### src/rtl/bin_to_bcd_seq.sv
// bin_to_bcd_seq: sequential binary-to-BCD converter (shift-and-add-3, one bit per clock).
// Feeds per-digit seven-segment decoders and supplies a leading-zero blank mask.
//
// Ports:
//   clk_i    - system clock, rising edge
//   reset_i  - asynchronous active-high reset
//   start_i  - request conversion of bin_i; only honoured while idle
//   bin_i    - unsigned binary value, captured on an accepted start
//   busy_o   - high while a conversion is in progress
//   done_o   - one-cycle pulse when bcd_o/blank_o update
//   bcd_o    - nibble i = decimal digit i (nibble 0 least significant), held between results
//   blank_o  - bit i set when digit i is a leading zero; bit 0 is always clear

module bin_to_bcd_seq #(
    parameter int unsigned BIN_W  = 16,
    parameter int unsigned DIGITS = 5
) (
    input  logic                  clk_i,
    input  logic                  reset_i,
    input  logic                  start_i,
    input  logic [BIN_W-1:0]      bin_i,
    output logic                  busy_o,
    output logic                  done_o,
    output logic [4*DIGITS-1:0]   bcd_o,
    output logic [DIGITS-1:0]     blank_o
);

    localparam int unsigned CNT_W = $clog2(BIN_W + 1);
    localparam int unsigned BCD_W = 4 * DIGITS;

    // True when DIGITS decimal digits can hold the largest BIN_W-bit value.
    function automatic bit digits_fit(input int unsigned d, input int unsigned w);
        longint unsigned p10;
        longint unsigned max_bin;
        p10 = 1;
        for (int unsigned i = 0; i < d; i++) begin
            p10 = p10 * 10;
        end
        max_bin = (w >= 64) ? '1 : ((64'd1 << w) - 64'd1);
        return p10 > max_bin;
    endfunction

    if (!digits_fit(DIGITS, BIN_W)) begin : g_param_check
        $error("bin_to_bcd_seq: DIGITS too small for BIN_W");
    end

    // Digit i is blanked when it and every more-significant digit are zero.
    function automatic logic [DIGITS-1:0] blank_of(input logic [BCD_W-1:0] v);
        logic [DIGITS-1:0] res;
        logic              zero_above;
        res        = '0;
        zero_above = 1'b1;
        for (int i = DIGITS - 1; i >= 1; i--) begin
            zero_above = zero_above && (v[4*i +: 4] == 4'd0);
            res[i]     = zero_above;
        end
        return res;
    endfunction

    typedef enum logic [0:0] {StIdle, StShift} state_e;

    localparam logic [DIGITS-1:0] BlankReset = {{(DIGITS-1){1'b1}}, 1'b0};

    state_e             state_q, state_d;
    logic [BIN_W-1:0]   shift_q, shift_d;
    logic [BCD_W-1:0]   scratch_q, scratch_d;
    logic [CNT_W-1:0]   cnt_q, cnt_d;
    logic [BCD_W-1:0]   bcd_q, bcd_d;
    logic [DIGITS-1:0]  blank_q, blank_d;
    logic               done_q, done_d;

    logic [BCD_W-1:0]   adjusted;
    logic [BCD_W-1:0]   shifted;

    // Add-3 correction before the shift so every nibble stays a valid decimal digit.
    always_comb begin
        adjusted = scratch_q;
        for (int i = 0; i < DIGITS; i++) begin
            if (scratch_q[4*i +: 4] >= 4'd5) begin
                adjusted[4*i +: 4] = scratch_q[4*i +: 4] + 4'd3;
            end
        end
        shifted = {adjusted[BCD_W-2:0], shift_q[BIN_W-1]};
    end

    always_comb begin
        state_d   = state_q;
        shift_d   = shift_q;
        scratch_d = scratch_q;
        cnt_d     = cnt_q;
        bcd_d     = bcd_q;
        blank_d   = blank_q;
        done_d    = 1'b0;
        unique case (state_q)
            StIdle: begin
                if (start_i) begin
                    shift_d   = bin_i;
                    scratch_d = '0;
                    cnt_d     = CNT_W'(BIN_W);
                    state_d   = StShift;
                end
            end
            StShift: begin
                shift_d   = {shift_q[BIN_W-2:0], 1'b0};
                scratch_d = shifted;
                cnt_d     = cnt_q - CNT_W'(1);
                if (cnt_q == CNT_W'(1)) begin
                    bcd_d   = shifted;
                    blank_d = blank_of(shifted);
                    done_d  = 1'b1;
                    state_d = StIdle;
                end
            end
            default: state_d = StIdle;
        endcase
    end

    always_ff @(posedge clk_i or posedge reset_i) begin
        if (reset_i) begin
            state_q   <= StIdle;
            shift_q   <= '0;
            scratch_q <= '0;
            cnt_q     <= '0;
            bcd_q     <= '0;
            blank_q   <= BlankReset;
            done_q    <= 1'b0;
        end else begin
            state_q   <= state_d;
            shift_q   <= shift_d;
            scratch_q <= scratch_d;
            cnt_q     <= cnt_d;
            bcd_q     <= bcd_d;
            blank_q   <= blank_d;
            done_q    <= done_d;
        end
    end

    assign busy_o  = (state_q == StShift);
    assign done_o  = done_q;
    assign bcd_o   = bcd_q;
    assign blank_o = blank_q;

endmodule

### config.mk
export PLATFORM = sky130hd
export DESIGN_NAME = bin_to_bcd_seq
export DESIGN_NICKNAME = d
export VERILOG_FILES = /design/src/rtl/bin_to_bcd_seq.sv
export SDC_FILE = /design/constraint.sdc
export NUM_CORES = 1
export LEC_CHECK = 0
export ABC_AREA = 1
export BUFFER_PORTS_ARGS = -buffer_cell sky130_fd_sc_hd__buf_4
export CAP_MARGIN = 10
export CORE_MARGIN = 8
export CORE_UTILIZATION = 45
export DETAILED_ROUTE_END_ITERATION = 6
export PLACE_DENSITY = 0.75
export SLEW_MARGIN = 25
export SYNTH_ARGS = -nofsm -noshare
export SYNTH_HDL_FRONTEND = slang
export SYNTH_SLANG_ARGS = --single-unit
### constraint.sdc
create_clock -name clk_i -period 1.75 [get_ports clk_i]
set_input_delay 0.175 -clock clk_i [delete_from_list [all_inputs] [get_ports clk_i]]
set_output_delay 0.175 -clock clk_i [all_outputs]
set_load 0.05 [all_outputs]
==> results.txt <==
status = complete, no violations
largest net degree at the start of global routing = 35
minimum clock period = 1.574 ns
Initial Util = 46.57%
M1 WL = 2.983 mm
# diodes = 0
initial antenna violation count = 0
Port Buffers = 44
max-slew violation count = 0
# clock sinks = 67
Pleak = 1.952 nW
DR WL met2 = 3.299 mm
DRC Markers = 0
post-synth net total = 400
share of layout cells above drive strength 1 = 19.29%
area of the multi-input gates = 1282 µm²
Vias = 2,590
area share of fa/ha/maj cells after synthesis = 4.745%
compound-gate portion of the synthesized area = 9.727%
Syn Std Cell Area = 3164 µm²
nets = 451
crit path launch type = flop
total wire length = 6.771 mm
Filler cells = 605
Simple-Gate Fraction of Synth Area = 25.66%
switch share = 46.87%
worst slew pin tran = 0.5599 ns
Crit path top cell by count = nand2_1
Die X = 99.86 µm
drt pass-1 iters = 5
CTS clk-pin slew, worst paths = 0.07 ns
highest routed layer = met4
Synth cell types = 29
Clock Latency Late Sink = 0.34 ns
total grt overflow = 0
pwr/cell area = 1985 nW/µm²
dpl hpwl = 4.987 mm
synth-to-layout area growth = 20.52%
multiplexer area fraction after synthesis = 0%
die height = 99.86 µm
Logic pwr share = 51.2%
CTS H-tree depth = 3
Setup crit end kind = flop
Net Switching = 3.548 mW
Max Freq = 0.6355 GHz
Avg WL per Cell = 13.00 µm
first-pass GRT wire length = 11.97 mm
Root Buffer = clkbuf_8
Worst EP required = 2.03 ns
Period Utilization, post-route = 89.92%
final hold violation count = 0
top_reg_cell synth = dfrtp_1
post-CTS sizing = 0
Avg Vias per Cell = 4.971
Post-synth ARST share = 100.0%
Slowest-stage cell, CP = dfrtp_1
Max-slew headroom = 62.60%
Mapped Cells = 369
WL met3 = 455 µm
part of the Yosys area used for sequential elements = 53.14%
Critical Path Start = scratch_q[4]
FF-to-FF Start = scratch_q[4]
vias in the first global route = 2,691
RSZ-0062 raised after global routing = no
Top Ports = 46
CP max stage delay = 0.40 ns
sequential share of power = 34.3%
Hold Crit Class = input pin to flop
Post-synth EDFFs = 0
Placer Congestion = 0.8868
Die Area = 9971 µm²
critical setup path kind = flop to flop
core box area = 6794 µm²
fin util = 56.13%
max-cap violation count = 0
TritonCTS buffer count = 9
Final setup viols = 0
XOR/XNOR share of the synthesized area = 0.2768%
worst endpoint data arrival time = 1.85 ns
syn_area_per_cell = 8.575 µm²
HP Start = bin_i[13]
internal power = 4.022 mW
GRT Overall Usage = 14.79%
clock skew = 0.01003 ns
#FFs+latches synth = 67
remaining antenna violation count = 0
yosys warns = 0
DRT iter0 DRCs = 117
Setup TNS Final = 0 ns
CTS tree = built
Cell Rows = 30
crit-path cells = inv_1, ha_1, inv_1, nand2_1, nand3_1, nand2_1, nand2_1, nand2_1, nor2_1, nand4_1, nand2_1
Crit Path Max Fanout = 5
Storage cell area = 1682 µm²
clk buf depth = 2
combinational family with the most area after synthesis = simple AND/OR/NAND/NOR gates
power share of the clock group = 14.5%
IR drop worst, VDD = 0.0005893 V
[critical path, delay by kind of cell, from the launching register on]
kind,cells,cell delay (ns)
AND/OR/NAND/NOR,8,0.76
buffers and inverters,2,0.14
flip-flops,1,0.40
adder cells (fa/ha/maj),1,0.21
[area by class of cell]
class / count / area share [%]
Sequential cell: 67 / 44.09
Inverter: 36 / 3.675
Clock buffer: 13 / 3.904
Clock inverter: 3 / 0.3937
Timing Repair Buffer: 53 / 11.15
Tap cell: 96 / 3.150
Multi-Input combinational cell: 253 / 33.63
[cell usage in the layout, fill, tap and decap left out, types with 4 or more instances in the layout]
cell	synthesis	routed
dfstp_2	4	4
nand4_1	10	10
nor2_1	13	13
o22ai_1	21	21
nand2_1	123	123
o21ai_0	12	12
buf_4	1	50
o21ai_1	17	17
clkinv_2	1	4
clkbuf_8	0	10
nand3_1	26	26
dfrtp_1	63	63
ha_1	12	12
inv_1	32	31
[Yosys cell counts (2+ instances only)]
| cell | instances | area (µm²) |
|---|---|---|
| nand2_1 | 123 | 461.7 |
| dfrtp_1 | 63 | 1577 |
| inv_1 | 32 | 120.1 |
| nand3_1 | 26 | 130.1 |
| o22ai_1 | 21 | 131.4 |
| o21ai_1 | 17 | 85.08 |
| nor2_1 | 13 | 48.80 |
| ha_1 | 12 | 150.1 |
| o21ai_0 | 12 | 60.06 |
| nand4_1 | 10 | 62.56 |
| buf_2 | 9 | 45.04 |
| dfstp_2 | 4 | 105.1 |
| a21oi_1 | 3 | 15.01 |
| and2_1 | 3 | 18.77 |
| clkbuf_1 | 3 | 11.26 |
| inv_2 | 3 | 11.26 |
| nand2_2 | 2 | 12.51 |
| nor2_4 | 2 | 22.52 |
[kinds of logic after synthesis]
logic type / count (synthesis)
flops: 67
compound gates: 55
simple gates: 184
buf+inv: 49
xor+xnor: 1
fa+ha+maj: 12
other cells: 1
[through the flow]
stage / setup WS, ns / cells / area, µm² / power, mW / hold slack, ns
after floorplan: 0.1941 / 369 / 3168 / 5.446 / 0.2949
after global placement: 0.2627 / 503 / 3632 / 6.343 / 0.2654
after detailed placement: 0.1762 / 503 / 3632 / 6.499 / 0.2648
after CTS: 0.1655 / 520 / 3806 / 7.619 / 0.02073
after global routing: 0.01764 / 521 / 3814 / 8.182 / 0.03287
final: 0.1765 / 521 / 3814 / 7.571 / 0.03935
[power by group through the flow]
stage                     logic [mW]  registers, mW  clock network [mW]
final                           3.88           2.60                1.10
after CTS                       3.89           2.60                1.13
after global placement          3.75           2.59                   0
after floorplan                 2.14           3.31                   0
after global routing            4.30           2.67                1.21
after detailed placement        3.88           2.62                   0
[final timing paths]
check	endpoint	slack, ns	cells after the start
max in group asynchronous	blank_o[3]	0.70	4
worst min register to register	blank_o[2]	0.47	2
worst min-delay path	shift_q[13]	0.04	3
worst max-delay path	blank_o[1]	0.18	11
worst max register to register	blank_o[1]	0.18	11
min in group asynchronous	shift_q[14]	0.44	3
[repair_timing]
| action | in CTS | in global routing |
|---|---|---|
| buffers inserted | 0 | 1 |
| endpoints found under the hold margin | 21 | 0 |
| hold buffers | 1 | 0 |
| endpoints found under the setup margin | 0 | 2 |
[state kept, by name, summed over array words and instances (netlist names)]
signal / flops
bcd_o: 20
scratch_q: 20
shift_q: 16
cnt_q: 5
blank_o: 4
busy_o: 1
done_o: 1
[metal layers]
metal / track usage (%) / vias to the layer above
met5: 0 / -
met4: 6.403 / 0
met3: 4.775 / 4
met2: 24.32 / 77
met1: 17.26 / 1201
li1: - / 1308
(Power assumes the default switching activity.)
